<file path="src/rtl/circle_pkg.sv">
// Shared types for the parametrised circle rasteriser: FSM states, octant and span-row indices.
package circle_pkg;

    typedef enum logic [2:0] {
        CIRCLE_IDLE,
        CIRCLE_CLEAR,
        CIRCLE_INIT,
        CIRCLE_PLOT,
        CIRCLE_SPAN,
        CIRCLE_STEP,
        CIRCLE_DONE
    } circle_state_t;

    typedef logic [2:0] octant_t;
    typedef logic [1:0] span_row_t;

    localparam octant_t   OCT_LAST = 3'd7;
    localparam span_row_t ROW_LAST = 2'd3;

    function automatic int max_int(input int a, input int b);
        return (a > b) ? a : b;
    endfunction

endpackage

</file>
<file path="src/rtl/circle_clip.sv">
// Screen clipping: a signed pixel position becomes an in-bounds flag plus truncated unsigned x/y.
module circle_clip #(
    parameter int SCREEN_W = 160,
    parameter int SCREEN_H = 120,
    parameter int X_W      = 8,
    parameter int Y_W      = 7,
    parameter int CW       = 10
) (
    input  logic signed [CW-1:0] px,
    input  logic signed [CW-1:0] py,
    output logic                 in_bounds,
    output logic [X_W-1:0]       x,
    output logic [Y_W-1:0]       y
);

    localparam logic signed [CW-1:0] W_LIM = CW'(SCREEN_W);
    localparam logic signed [CW-1:0] H_LIM = CW'(SCREEN_H);

    assign in_bounds = !px[CW-1] && (px < W_LIM) && !py[CW-1] && (py < H_LIM);
    assign x         = px[X_W-1:0];
    assign y         = py[Y_W-1:0];

endmodule

</file>
<file path="src/rtl/circle_engine_param.sv">
// Midpoint circle rasteriser with optional screen clear, filled-disc mode and signed clipping.
// All plot outputs are registered from the current state, so they trail the state by one cycle.
module circle_engine_param
    import circle_pkg::*;
#(
    parameter int SCREEN_W = 160,
    parameter int SCREEN_H = 120,
    parameter int X_W      = 8,
    parameter int Y_W      = 7,
    parameter int R_W      = 8,
    parameter int COLOUR_W = 3
) (
    input  logic                clk,
    input  logic                rst,
    input  logic                start,
    input  logic [X_W-1:0]      centre_x,
    input  logic [Y_W-1:0]      centre_y,
    input  logic [R_W-1:0]      radius,
    input  logic [COLOUR_W-1:0] colour,
    input  logic                fill,
    input  logic                clear_first,
    output logic                done,
    output logic [X_W-1:0]      vga_x,
    output logic [Y_W-1:0]      vga_y,
    output logic [COLOUR_W-1:0] vga_colour,
    output logic                vga_plot
);

    localparam int CW = max_int(max_int(X_W, R_W), Y_W) + 2;
    localparam int KW = R_W + 2;
    localparam logic [X_W-1:0]       CLR_X_LAST = X_W'(SCREEN_W - 1);
    localparam logic [Y_W-1:0]       CLR_Y_LAST = Y_W'(SCREEN_H - 1);
    localparam logic signed [CW-1:0] ONE_C      = CW'(1);
    localparam logic signed [KW-1:0] ONE_K      = KW'(1);

    circle_state_t state, next_state;

    logic [X_W-1:0]       cx, clr_x, clip_x;
    logic [Y_W-1:0]       cy, clr_y, clip_y;
    logic [R_W-1:0]       rad;
    logic [COLOUR_W-1:0]  col;
    logic                 fill_mode;
    logic signed [CW-1:0] cx_s, cy_s, ox, oy, off, half, px, py, ox_next, oy_next;
    logic signed [KW-1:0] crit, crit_next;
    octant_t              oct;
    span_row_t            row;
    logic                 emit, clearing, span_row_end, in_bounds, crit_pos;

    assign cx_s         = $signed({{(CW-X_W){1'b0}}, cx});
    assign cy_s         = $signed({{(CW-Y_W){1'b0}}, cy});
    assign half         = row[1] ? oy : ox;
    assign span_row_end = (off == (half <<< 1));
    assign crit_pos     = !crit[KW-1] && (crit != {KW{1'b0}});

    // Midpoint decision step; both branches use the already-incremented oy.
    always_comb begin
        oy_next   = oy + ONE_C;
        ox_next   = ox;
        crit_next = crit;
        if (crit_pos) begin
            ox_next   = ox - ONE_C;
            crit_next = crit + KW'(((oy_next - (ox - ONE_C)) <<< 1) + ONE_C);
        end else begin
            crit_next = crit + KW'((oy_next <<< 1) + ONE_C);
        end
    end

    // State register.
    always_ff @(posedge clk or posedge rst) begin
        if (rst) begin
            state <= CIRCLE_IDLE;
        end else begin
            state <= next_state;
        end
    end

    // Next-state logic and the pixel position offered this cycle.
    always_comb begin
        next_state = state;
        emit       = 1'b0;
        clearing   = 1'b0;
        px         = {CW{1'b0}};
        py         = {CW{1'b0}};
        case (state)
            CIRCLE_IDLE: begin
                if (start) begin
                    next_state = clear_first ? CIRCLE_CLEAR : CIRCLE_INIT;
                end else begin
                    next_state = CIRCLE_IDLE;
                end
            end
            CIRCLE_CLEAR: begin
                emit     = 1'b1;
                clearing = 1'b1;
                px       = $signed({{(CW-X_W){1'b0}}, clr_x});
                py       = $signed({{(CW-Y_W){1'b0}}, clr_y});
                if ((clr_x == CLR_X_LAST) && (clr_y == CLR_Y_LAST)) begin
                    next_state = CIRCLE_INIT;
                end else begin
                    next_state = CIRCLE_CLEAR;
                end
            end
            CIRCLE_INIT: begin
                next_state = fill_mode ? CIRCLE_SPAN : CIRCLE_PLOT;
            end
            CIRCLE_PLOT: begin
                emit = 1'b1;
                case (oct)
                    3'd0:    begin px = cx_s + ox; py = cy_s + oy; end
                    3'd1:    begin px = cx_s + oy; py = cy_s + ox; end
                    3'd2:    begin px = cx_s - ox; py = cy_s + oy; end
                    3'd3:    begin px = cx_s - oy; py = cy_s + ox; end
                    3'd4:    begin px = cx_s - ox; py = cy_s - oy; end
                    3'd5:    begin px = cx_s - oy; py = cy_s - ox; end
                    3'd6:    begin px = cx_s + ox; py = cy_s - oy; end
                    default: begin px = cx_s + oy; py = cy_s - ox; end
                endcase
                next_state = (oct == OCT_LAST) ? CIRCLE_STEP : CIRCLE_PLOT;
            end
            CIRCLE_SPAN: begin
                emit = 1'b1;
                px   = cx_s - half + off;
                case (row)
                    2'd0:    py = cy_s + oy;
                    2'd1:    py = cy_s - oy;
                    2'd2:    py = cy_s + ox;
                    default: py = cy_s - ox;
                endcase
                if (span_row_end && (row == ROW_LAST)) begin
                    next_state = CIRCLE_STEP;
                end else begin
                    next_state = CIRCLE_SPAN;
                end
            end
            CIRCLE_STEP: begin
                if (oy_next <= ox_next) begin
                    next_state = fill_mode ? CIRCLE_SPAN : CIRCLE_PLOT;
                end else begin
                    next_state = CIRCLE_DONE;
                end
            end
            CIRCLE_DONE: begin
                next_state = start ? CIRCLE_DONE : CIRCLE_IDLE;
            end
            default: begin
                next_state = CIRCLE_IDLE;
            end
        endcase
    end

    // Request latch, clear scan counters and midpoint iteration registers.
    always_ff @(posedge clk or posedge rst) begin
        if (rst) begin
            cx <= {X_W{1'b0}}; cy <= {Y_W{1'b0}}; rad <= {R_W{1'b0}};
            col <= {COLOUR_W{1'b0}}; fill_mode <= 1'b0;
            clr_x <= {X_W{1'b0}}; clr_y <= {Y_W{1'b0}};
            ox <= {CW{1'b0}}; oy <= {CW{1'b0}}; off <= {CW{1'b0}};
            crit <= {KW{1'b0}}; oct <= 3'd0; row <= 2'd0;
        end else begin
            case (state)
                CIRCLE_IDLE: begin
                    if (start) begin
                        cx <= centre_x; cy <= centre_y; rad <= radius;
                        col <= colour; fill_mode <= fill;
                        clr_x <= {X_W{1'b0}}; clr_y <= {Y_W{1'b0}};
                    end
                end
                CIRCLE_CLEAR: begin
                    if (clr_y == CLR_Y_LAST) begin
                        clr_y <= {Y_W{1'b0}};
                        clr_x <= clr_x + {{(X_W-1){1'b0}}, 1'b1};
                    end else begin
                        clr_y <= clr_y + {{(Y_W-1){1'b0}}, 1'b1};
                    end
                end
                CIRCLE_INIT: begin
                    ox   <= $signed({{(CW-R_W){1'b0}}, rad});
                    oy   <= {CW{1'b0}};
                    crit <= ONE_K - $signed({2'b00, rad});
                    oct  <= 3'd0; row <= 2'd0; off <= {CW{1'b0}};
                end
                CIRCLE_PLOT: begin
                    oct <= oct + 3'd1;
                end
                CIRCLE_SPAN: begin
                    if (span_row_end) begin
                        off <= {CW{1'b0}};
                        row <= row + 2'd1;
                    end else begin
                        off <= off + ONE_C;
                    end
                end
                CIRCLE_STEP: begin
                    ox <= ox_next; oy <= oy_next; crit <= crit_next;
                    oct <= 3'd0; row <= 2'd0; off <= {CW{1'b0}};
                end
                default: begin
                    oct <= oct;
                end
            endcase
        end
    end

    circle_clip #(
        .SCREEN_W (SCREEN_W),
        .SCREEN_H (SCREEN_H),
        .X_W      (X_W),
        .Y_W      (Y_W),
        .CW       (CW)
    ) u_clip (
        .px        (px),
        .py        (py),
        .in_bounds (in_bounds),
        .x         (clip_x),
        .y         (clip_y)
    );

    // Registered plot interface; done falls on the first edge that sees start low.
    always_ff @(posedge clk or posedge rst) begin
        if (rst) begin
            done       <= 1'b0;
            vga_plot   <= 1'b0;
            vga_x      <= {X_W{1'b0}};
            vga_y      <= {Y_W{1'b0}};
            vga_colour <= {COLOUR_W{1'b0}};
        end else begin
            done       <= (state == CIRCLE_DONE) && !(done && !start);
            vga_plot   <= emit && in_bounds;
            vga_x      <= clip_x;
            vga_y      <= clip_y;
            vga_colour <= clearing ? {COLOUR_W{1'b0}} : col;
        end
    end

endmodule
</file>
<file path="config.mk">
export PLATFORM = sky130hd
export DESIGN_NAME = circle_engine_param
export DESIGN_NICKNAME = d
export VERILOG_FILES = /design/src/rtl/circle_pkg.sv /design/src/rtl/circle_clip.sv /design/src/rtl/circle_engine_param.sv
export SDC_FILE = /design/constraint.sdc
export NUM_CORES = 1
export LEC_CHECK = 0
export CAP_MARGIN = 20
export CORE_UTILIZATION = 50
export DETAILED_ROUTE_END_ITERATION = 8
export GPL_TIMING_DRIVEN = 1
export PLACE_DENSITY = 0.75
export SLEW_MARGIN = 30
export SYNTH_ARGS = -nofsm -noshare
export SYNTH_HDL_FRONTEND = slang
export SYNTH_SLANG_ARGS = --single-unit
</file>
<file path="constraint.sdc">
create_clock -name clk -period 4.1 [get_ports clk]
set_clock_uncertainty 0.1 [all_clocks]
set_input_delay 1.025 -clock clk [delete_from_list [all_inputs] [get_ports clk]]
set_output_delay 1.025 -clock clk [all_outputs]
set_load 0.005 [all_outputs]
</file>
==> results of run 1 <==
per-stage QoR:
step                      util (%)  setup WS [ns]  instances  setup TNS (ns)
after floorplan                  -         0.0727       1312               0
after global placement        56.2          0.242       1635               0
after detailed placement      56.2          0.162       1635               0
after CTS                     57.7          0.132       1651               0
after global routing          57.9        -0.0285       1652         -0.0285
final                         57.9          0.160       1652               0
power by group:
part	internal, uW	switching, uW
clock network	442	497
logic	3640	4940
registers	1450	481
cells by family after synthesis:
group,after synthesis
buffers and inverters,150
XOR/XNOR,94
flip-flops,110
multiplexers,51
AND/OR/NAND/NOR,410
AO/OA/AOI/OAI,382
adder cells (fa/ha/maj),115
synth_stat cells, types with 10 or more instances:
cell type    n
and3_1      12
nor2_1     103
o21a_1      13
fa_1        16
o21bai_1    12
nand2_1    120
ha_1        99
a221o_1     10
o21ai_0    100
nand3_1     35
mux2i_1     21
xnor2_1     67
inv_1       87
nor3_1      41
a21oi_1     81
clkbuf_1    49
o22ai_1     16
a211oi_1    11
xor2_1      27
a21o_1      22
nor2b_1     18
or3_1       12
o31ai_1     14
mux2_2      30
nand2b_1    20
dfrtp_1    110
state kept, by name, summed over array words and instances (netlist names):
signal      count
state           3
off            10
rad             8
row             2
clr_y           7
vga_plot        1
crit           10
done            1
clr_x           8
vga_colour      3
oct             3
cy              7
cx              8
fill_mode       1
oy             10
vga_x           8
vga_y           7
ox             10
col             3
what timing repair did:
item,in CTS,in global routing
resized for setup,0,9
setup endpoints to repair,0,1
hold endpoints to repair,0,0
buffers inserted,0,1
critical path: stages (launching register included):
cell and delay (ns):
dfrtp_2 0.48, mux2_2 0.41, fa_1 0.49, inv_1 0.07
fa_1 0.48, a211o_1 0.28, o211ai_1 0.15, a21boi_0 0.19
o21a_1 0.23, mux2_2 0.23, a22oi_1 0.06, o21ai_0 0.35
nor4bb_2 0.33
area by class of cell:
| cell class | instances | area (um2) |
|---|---|---|
| tap | 275 | 344 |
| timing repair buffer | 111 | 996 |
| inverter | 88 | 333 |
| clock inverter | 7 | 91.3 |
| multi-input combinational | 1052 | 7460 |
| clock buffer | 9 | 225 |
| sequential | 110 | 2760 |
| fill | 1947 | 8880 |
final timing paths:
path | startpoint | end | slack [ns] | depth (start not counted)
max in group asynchronous | rst | row[1] | 2.19 | 3
min in group asynchronous | rst | cy[1] | 1.00 | 2
max reg2reg | row[1] | vga_plot | 0.16 | 12
max | row[1] | vga_plot | 0.16 | 12
min | col[1] | vga_colour[1] | 0.38 | 1
min reg2reg | col[1] | vga_colour[1] | 0.38 | 1
layer usage:
layer | wire, um | up-vias
met4 | 1260 | 0
met2 | 15400 | 505
li1 | - | 4854
met5 | 0 | -
met3 | 2680 | 84
met1 | 14600 | 5004
==> results.yml, run 1 <==
logic_synthesis:
  synth_mux_area_share_pct: 5.09
  synthAdderAreaFrac_pct: 14.5
  synth-simple-area-share_pct: 18.3
  synth_seq_area_share_pct: 25.6
  synth_area_leaders: "dfrtp_1 26%, ha_1 12%, xnor2_1 5.5%, o21ai_0 4.7%, nand2_1 4.2%"
  synthArstFlopShare_pct: 100
  syn-num-nets: 1458
  synth_top_family_by_area: "compound AO/OA/AOI/OAI gates"
  synth_top_area_share_pct: 25.6
  synth_area_um2: 10800
  avgSynthCellArea_um2: 8.20
  yosys_register_bits: 110
  synth-edff-count: 0
  synth.largest_area_cell: "dfrtp_1"
  synth_compound_area_share_pct: 23.5
  synthDistinctLibCells: 74
  synth-xor-area-share_pct: 7.65
  ys_warn_count: 0
  syn_inst: 1312
  synth_ff_type: "dfrtp_1"
global_route:
  use_met1_pct: 43.3
  grt_pass1_wl_mm: 53.6
  gr-total-overflow: 0
  met3_usage_pct: 4.14
  grtUsageTotal_pct: 31.4
  grt_max_degree: 52
  met2_usage_pct: 49.8
  grt_antenna_before_repair: 0
  grt_pass1_vias: 9733
  top_usage_layer: "met2"
clocking:
  clock-root-buffer: "clkbuf_16"
  cts_tree: "done"
  cts_buffer_depth: 2
  clock_latency_ns: 0.37
  hold_buffers: 0
  cts.clk_slew.worst_paths_ns: 0.09
  numCtsBuffers: 9
  cts.sinks: 110
  cts_max_level: 3
route:
  drt-initial-drc-count: 1001
  route.detailed.drc: 0
  vias_per_cell: 6.32
  wirelength_mm: 34.0
  vias: 10400
  routedWlPerCell_um: 20.6
  drt_pre_antenna_iters: 5
  postRouteAntennaNets: 0
outcome:
  status: "finished clean"
final_layout:
  finalInstanceArea_um2: 12200
  drive_gt1_share_pct: 10.0
  final_cell_mix: "120 x nand2_1, 108 x dfrtp_1, 102 x nor2_1"
  syn2layout_area_growth_pct: 13.4
  layout_commonest_cell: "nand2_1"
  nets: 1518
  n_antenna_cell: 0
setup_path:
  cp.arrival_ns: 4.12
  crit_required_ns: 4.28
  crit_fanout: 9
  path_class: "flip-flop to flip-flop"
  worstSetupStartpointType: "flip-flop"
  endpoint_kind: "flip-flop"
sta:
  hold_slack_ns: 0.377
  worst_pin_slew_ns: 0.764
  setup_viol: 0
  fmax_mhz: 254
  relSlewSlack_pct: 49.1
  period_needed_ns: 3.94
  hold_viol_final: 0
  maxSlewViolCount: 0
  fin_crit_sh_pct: 96.1
die:
  rows: 53
  start_util_pct: 51.0
  die_w_um: 149
  io_pins: 51
  core_region_area_um2: 21100
  die_h_um: 149
  dieArea_um2: 22100
place:
  detailed_place_hpwl_mm: 26.2
  io_buffers: 50
  place_area_um2: 11900
  gp_congestion: 0.985
pwr:
  ir_drop_v: 0.000673
  p_leak_uw: 0.00543
  powerDensity_nw_per_um2: 939
  p_total_uw: 11500
run:
  maxCapViolations: 0
hold_path:
  hold_class: "flip-flop to flip-flop"
Power figures use the tool's default switching activity.
==> run 2: changes to the inputs <==
CORE_ASPECT_RATIO = 0.6   (was default)
PLACE_DENSITY = 0.71   (was 0.75)
==> run 2 against run 1 <==
Against the previous run: clock-buffer cell count rose by 1; first-iteration DRC count rose by 22%; sequential power about the same; total power grew 1.3%; global-route usage up 1.3 points; cell count grew 0.18%; non-clock buffer count down 1; register-to-register slack lost 0.07 ns.
==> results.yml, run 2 (synthesis results as in run 1) <==
route:
  postRouteAntennaNets: 0
  routedWlPerCell_um: 21.3
  route.detailed.drc: 0
  drt_pre_antenna_iters: 6
  vias: 10400
  drt-initial-drc-count: 1219
  vias_per_cell: 6.30
  wirelength_mm: 35.3
clocking:
  numCtsBuffers: 9
  cts.sinks: 110
  hold_buffers: 0
  cts_buffer_depth: 2
  clock_latency_ns: 0.38
  cts_tree: "done"
  clock-root-buffer: "clkbuf_16"
  cts_max_level: 3
  cts.clk_slew.worst_paths_ns: 0.08
final_layout:
  drive_gt1_share_pct: 9.81
  nets: 1517
  final_cell_mix: "120 x nand2_1, 110 x dfrtp_1, 102 x nor2_1"
  utilization_pct: 57.8
  finalInstanceArea_um2: 12200
  n_antenna_cell: 0
  syn2layout_area_growth_pct: 13.0
  layout_commonest_cell: "nand2_1"
setup_path:
  reg2reg_depth: 16
  endpoint_kind: "flip-flop"
  crit_required_ns: 4.27
  crit_fanout: 5
  worstSetupStartpointType: "flip-flop"
  path_class: "flip-flop to flip-flop"
  crit_cells: 16
  slowest_delay_ns: 0.40
  path_buf_inv: 2
  path_cells: "inv_1 > ha_1 > nand2b_1 > nor2_1 > xnor2_1 > a221o_1 > ha_1 > nand3_1 > nor2_1 > nor3_1 > buf_4 > o2111ai_1 > o31ai_1 > o32ai_1 > nand2_1 > nor4bb_2"
  crit_slowest_cell: "dfrtp_1"
  cp.arrival_ns: 4.18
  crit_family: "compound AO/OA/AOI/OAI gates"
outcome:
  status: "finished clean"
hold_path:
  hold_depth: 1
  hold_class: "flip-flop to flip-flop"
sta:
  period_needed_ns: 4.01
  grt_setup_unrepaired: "yes"
  setup_viol: 0
  maxSlewViolCount: 0
  relSlewSlack_pct: 25.3
  fmax_mhz: 249
  hold_viol_final: 0
  fin_crit_sh_pct: 97.8
  hold_slack_ns: 0.384
  worst_pin_slew_ns: 1.09
  tns_ns: 0
die:
  start_util_pct: 51.2
  io_pins: 51
  dieArea_um2: 22100
  rows: 41
  die_h_um: 116
  core_region_area_um2: 21000
  die_w_um: 191
pwr:
  p_total_uw: 11600
  ir_drop_v: 0.000435
  p_leak_uw: 0.00543
  powerDensity_nw_per_um2: 954
global_route:
  use_met1_pct: 50.4
  gr-total-overflow: 0
  met3_usage_pct: 8.84
  grt_antenna_before_repair: 0
  grtUsageTotal_pct: 32.7
  grt_pass1_wl_mm: 54.8
  grt_max_degree: 111
  top_usage_layer: "met1"
  met2_usage_pct: 45.0
  grt_pass1_vias: 9427
place:
  gp_congestion: 1.00
  place_area_um2: 11800
  detailed_place_hpwl_mm: 27.6
  io_buffers: 50
run:
  maxCapViolations: 0
## run 2: final timing paths
kind | from | endpoint | slack [ns]
min in group asynchronous | rst | col[0] | 1.05
worst max-delay path | ox[1] | vga_plot | 0.09
max in group asynchronous | rst | vga_y[2] | 2.40
worst min-delay path | col[0] | vga_colour[0] | 0.38
worst min register to register | col[0] | vga_colour[0] | 0.38
worst max register to register | ox[1] | vga_plot | 0.09
## run 2: timing repair
action                                  4_1_cts  5_1_grt
cloned                                        0        0
buffers inserted                              0        2
endpoints found under the setup margin        1        2
pin swaps                                     0        3
resized for setup                             1        9
## run 2: report_power, final
part           internal, uW  switching (uW)  total (uW)
registers              1450             478        1930
logic                  3650            5130        8780
clock network           426             470         896
## run 2: final cells by class
| type | instances | area [um2] |
|---|---|---|
| fill | 1940 | 8870 |
| multi-input combinational | 1052 | 7480 |
| sequential | 110 | 2750 |
| timing repair buffer | 110 | 963 |
| tap | 279 | 349 |
| inverter | 88 | 333 |
| clock buffer | 10 | 229 |
| clock inverter | 6 | 56.3 |
## run 2: routing by layer
metal / wire length, um / vias to the layer above
li1: - / 4833
met1: 17000 / 5040
met2: 14000 / 516
met3: 3820 / 43
met4: 493 / 0
met5: 0 / -
## run 2: through the flow
step	cells	worst slack, ns
floorplan	1312	0.0727
global placement	1637	0.179
detailed placement	1637	0.0359
CTS	1653	0.0514
global route	1655	-0.0541
finish	1655	0.0907
==> run 3: changes to the inputs <==
CORE_MARGIN = 3   (was default)
PLACE_DENSITY = 0.68   (was 0.71)
TNS_END_PERCENT = 1   (was default)
clock period = 4.82 ns   (was 4.1 ns; I/O delays follow)
==> run 3 against run 2 <==
Against the previous run: cell count is 2.1% lower; non-clock buffer count shrank 28; critical path type unchanged; setup slack better by 0.54 ns; fmax down 4.2%; clock-buffer cell count decreased by 1; global-route usage fell by 2.0 points; sequential share of layout area is 0.42 points higher.
==> results.yml, run 3 (synthesis results as in run 1) <==
outcome:
  status: "finished clean"
hold_path:
  hold_depth: 1
  hold_class: "flip-flop to flip-flop"
  min_from: "col[0]"
  hold_end: "vga_colour[0]"
pwr:
  power.switching_uw: 5170
  combPwrFrac_pct: 73.9
  p_leak_uw: 0.00528
  power.share.sequential_pct: 17.6
  p_int_uw: 4570
  clock_power_share_pct: 8.5
  powerDensity_nw_per_um2: 816
  ir_drop_v: 0.000319
  swShare_pct: 53.1
setup_path:
  r2r_setup_slack_ns: 0.63
  path_cells: "inv_1 > ha_1 > a221oi_1 > o221ai_1 > fa_1 > a211oi_1 > o21bai_1 > a31o_2 > a21o_1 > mux2i_1 > mux2i_1 > o41ai_1 > nor4bb_1"
  crit_required_ns: 5.00
  r2r_end: "vga_plot"
  worstReg2RegStart: "ox[0]"
  reg2reg_depth: 13
  endpoint_kind: "flip-flop"
  crit_fanout: 8
  slowest_delay_ns: 0.56
  worstSetupStartpointType: "flip-flop"
  cp.arrival_ns: 4.37
  path_class: "flip-flop to flip-flop"
  cpMostUsedCell: "mux2i_1"
  crit_slowest_cell: "dfrtp_1"
sta:
  fin_ws_ns: 0.634
  tns_ns: 0
  worst_pin_slew_ns: 0.816
  fin_crit_sh_pct: 86.8
  maxSlewViolCount: 0
  relSlewSlack_pct: 44.9
  hold_viol_final: 0
  setup_viol: 0
  hold_slack_ns: 0.394
  period_needed_ns: 4.19
  fmax_mhz: 239
  grt_setup_unrepaired: "no"
route:
  drt-initial-drc-count: 1345
  route.detailed.drc: 0
  drt_pre_antenna_iters: 6
  wirelength_mm: 36.6
  vias: 10400
  routedWlPerCell_um: 22.6
  postRouteAntennaNets: 0
  vias_per_cell: 6.39
clocking:
  cts_tree: "done"
  clock-root-buffer: "clkbuf_16"
  cts_setup_buffers: 0
  cts_buffer_depth: 2
  clock_latency_ns: 0.38
  hold_buffers: 0
  cts_max_level: 3
  numCtsBuffers: 9
  cts-resized-gates: 0
  cts.sinks: 110
  cts.clk_slew.worst_paths_ns: 0.09
die:
  die_h_um: 120
  die_w_um: 195
  dieArea_um2: 23400
  rows: 40
  start_util_pct: 52.3
  io_pins: 51
  core_region_area_um2: 20600
global_route:
  grt_pass1_wl_mm: 56.1
  gr-total-overflow: 0
  grt_pass1_vias: 9520
  grtUsageTotal_pct: 30.7
  grt_antenna_before_repair: 0
  grt_max_degree: 66
  met2_usage_pct: 42.3
  top_usage_layer: "met1"
  use_met1_pct: 46.6
  met3_usage_pct: 9.06
final_layout:
  layout_commonest_cell: "nand2_1"
  n_antenna_cell: 0
  syn2layout_area_growth_pct: 11.0
  final_cell_mix: "120 x nand2_1, 110 x dfrtp_1, 102 x nor2_1"
  drive_gt1_share_pct: 7.57
  finalInstanceArea_um2: 11900
  nets: 1489
place:
  io_buffers: 50
  place_area_um2: 11600
  detailed_place_hpwl_mm: 28.3
  gp_congestion: 1.00
  dp_slack_ns: 0.721
run:
  maxCapViolations: 0
==> run 3: critical path: cells and delay by family, from the launching register on <==
family | cells | cell delay, ns
buffers and inverters | 1 | 0.19
DFF | 1 | 0.56
muxes | 2 | 0.22
AOI/OAI and AO/OA | 7 | 1.86
adders and majority gates | 2 | 0.93
and+or+nand+nor | 1 | 0.23
==> run 3: layout make-up <==
cell class	instances	area, um2
sequential	110	2750
timing repair buffer	82	753
fill	1876	8630
multi-input combinational	1052	7440
tap	273	342
inverter	88	333
clock inverter	7	93.8
clock buffer	9	225
==> run 3: worst max-delay path by stage <==
stage / from / to / slack (ns) / cells past startpoint
after global routing: oct[0] / vga_plot / 0.32 / 18
final: ox[0] / vga_plot / 0.63 / 13
after global placement: oct[0] / vga_plot / 0.79 / 18
after floorplan: rst / clr_x[0] / 0.61 / 1
after detailed placement: ox[0] / vga_plot / 0.72 / 13
after CTS: ox[0] / vga_plot / 0.68 / 13
==> run 3: power groups by stage <==
stage	clock [uW]	combinational [uW]	sequential [uW]
detailed placement	0	6930	1710
CTS	842	6980	1690
global placement	0	6860	1700
finish	829	7190	1710
floorplan	0	5180	1520
global route	867	7880	1750
==> run 3: per-layer routing <==
| metal | wire [um] | up-vias |
|---|---|---|
| met5 | 0 | - |
| met4 | 781 | 0 |
| met3 | 3940 | 63 |
| met2 | 14400 | 522 |
| met1 | 17500 | 4984 |
| li1 | - | 4795 |
==> run 3: per-stage QoR <==
| stage | power [uW] | utilization [%] | instances |
|---|---|---|---|
| after floorplan | 6700 | - | 1312 |
| after global placement | 8560 | 56.5 | 1605 |
| after detailed placement | 8640 | 56.5 | 1605 |
| after CTS | 9520 | 58.0 | 1621 |
| after global routing | 10500 | 58.0 | 1621 |
| final | 9740 | 58.0 | 1621 |
==> edit: new RTL, config.mk and constraints of run 2 <==
Remove the case item `3'd3` of the case on `oct`.
--- a/src/rtl/circle_engine_param.sv
+++ b/src/rtl/circle_engine_param.sv
@@ -111,3 +111,2 @@
                     3'd2:    begin px = cx_s - ox; py = cy_s + oy; end
-                    3'd3:    begin px = cx_s - oy; py = cy_s + ox; end
                     3'd4:    begin px = cx_s - ox; py = cy_s - oy; end
Formal check against the unedited RTL: not equivalent (Yosys sat finds a counterexample within 10 cycles, from zero or initial values and one cycle with rst high).
==> edit against run 2 <==
- the run now ends with DRC left
- cell area rose by 1.7%
- area after synthesis rose by 1.5%
- routed wire length rose by 2.7%
- sequential cell count did not move
- via count rose by 1.1%
- setup slack improved by 0.098 ns
- power rose by 6.2%
- fmax rose by 2.5%
- critical path type unchanged
- largest power group unchanged
- highest routed layer unchanged
==> edit: results (changes against run 2) <==
Status -> finished with violations
Failing checks -> DRC
Slowest cell on crit path -> dfrtp_1
Yosys cell types -> 89 (+20%)
Post-route DRC -> 5 (+5)
CP startpoint -> ox[2]
First DRT Iteration DRCs -> 1,421 (+17%)
Syn. warnings -> 0 (unchanged)
Wire per inst -> 21.7 um (+1.7%)
WL met1 -> 17.4 mm (+2.0%)
Worst vdd ir -> 508 uV (+17%)
Pin count of the biggest net entering global routing -> 66 (-41%)
Worst-Margin Slew -> 0.754 ns (-0.338 ns)
CTS Buffer Depth -> 2 (unchanged)
Most instantiated cells after synthesis -> nand2_1, dfrtp_1, nor2_1
Sequential share of the synthesized area -> 0.252 (-0.00384)
Leak -> 0.00541 uW (-0.45%)
First-pass GRT wire length -> 56.3 mm (+2.8%)
# fillers -> 1,918 (-1.1%)
Area contributors post-synth -> dfrtp_1, ha_1, xnor2_1, o21ai_0, nand2_1
Layout cell share with drive strength beyond 1 -> 0.113 (+0.0147)
Met2 wire len -> 13.9 mm (-0.74%)
Worst R2R Setup Slack -> 0.19 ns (+0.10 ns)
I/O Buffers -> 50 (unchanged)
DP HPWL -> 28.3 mm (+2.4%)
Vias in the first global route -> 9,629 (+2.1%)
Worst-path fanout max -> 5 (unchanged)
Worst Reg2Reg Path Length in Cells -> 17 (+1)
RePlAce Congestion -> 1.00 (about the same)
CTS root buffer -> clkbuf_16
Metal3 WL -> 4.47 mm (+17%)
Vias per cell -> 6.31 (about the same)
Worst EP arrival -> 4.09 ns (-0.09 ns)
TritonCTS Buffers -> 9 (unchanged)
First-pass DRT Iterations -> 8 (+2)
Async S/R FF share, synth -> 1.00 (unchanged)
Hold Path Class -> flip-flop to flip-flop
Switching Fraction -> 0.526 (+0.00267)
Crit-path max cell delay -> 0.47 ns (+0.07 ns)
Net Count, Synth -> 1,473 (+1.0%)
GRT Total Usage -> 0.334 (+0.00740)
Area post-placement -> 12,000 sq um (+1.3%)
edit: cell types whose count changed in the layout (fill, tap and decap cells not counted), sizes merged, moves of 7 or more:
cell    change
a211oi      +9
a221o       -7
a31oi       +9
buf         +7
nand3       -7
nand4       +8
nor3b      +13
edit: worst min-delay path by stage:
stage / endpoint / slack, ns / cells after the start
6_report: vga_colour[0] / 0.39 / 1
5_1_grt: col[0] / 0.41 / 1
4_1_cts: vga_colour[0] / 0.39 / 1
3_5_place_dp: vga_colour[0] / 0.37 / 1
3_3_place_gp: vga_colour[1] / 0.37 / 1
2_1_floorplan: crit[0] / 0.34 / 1
edit: timing repair:
action	CTS	global route
setup endpoints to repair	0	1
resized for setup	0	22
buffers inserted	0	2
hold buffers	0	0
edit: cell type report:
type,instances,area [sq um],area share
multi-input cells,1064,7620,0.616
flip-flops and latches,110,2750,0.223
repair buffers,117,1020,0.0821
well taps,279,349,0.0282
inverters,85,322,0.0260
clock buffers,9,225,0.0182
clock inverters,7,80.1,0.00647
edit: critical path: cells and delay by family (launching register included):
kind	cells	cell delay (ns)
adders and majority gates	1	0.34
AOI/OAI and AO/OA	8	1.40
DFF	1	0.47
and+or+nand+nor	7	1.31
buffers and inverters	1	0.20
edit: metal layers:
layer,GRT usage,up-vias
met5,0,-
met4,0.0635,0
met3,0.0847,50
met2,0.455,591
met1,0.522,4999
li1,-,4902
edit: cell families after synthesis:
kind of cell / Yosys count / synth area share
compound gates: 372 / 0.223
xor+xnor: 97 / 0.0778
fa+ha+maj: 115 / 0.143
buf+inv: 153 / 0.0598
flops: 110 / 0.252
mux: 48 / 0.0473
simple gates: 432 / 0.198
edit: power groups by stage:
stage,Clock (uW),Combinational [uW],Sequential (uW)
2_1_floorplan,0,6550,1740
3_3_place_gp,0,8810,1970
3_5_place_dp,0,8910,1980
4_1_cts,947,8990,1960
5_1_grt,980,10300,2020
6_report,937,9400,1980
edit: per-stage QoR:
step	hold slack (ns)	instances	total power [uW]	setup slack, ns	TNS, ns
4_1_cts	0.395	1669	11900	0.0452	0
3_3_place_gp	0.374	1653	10800	0.229	0
2_1_floorplan	0.335	1327	8290	0.0727	0
3_5_place_dp	0.375	1653	10900	0.0803	0
6_report	0.394	1671	12300	0.189	0
5_1_grt	0.414	1671	13300	-0.0281	-0.0281
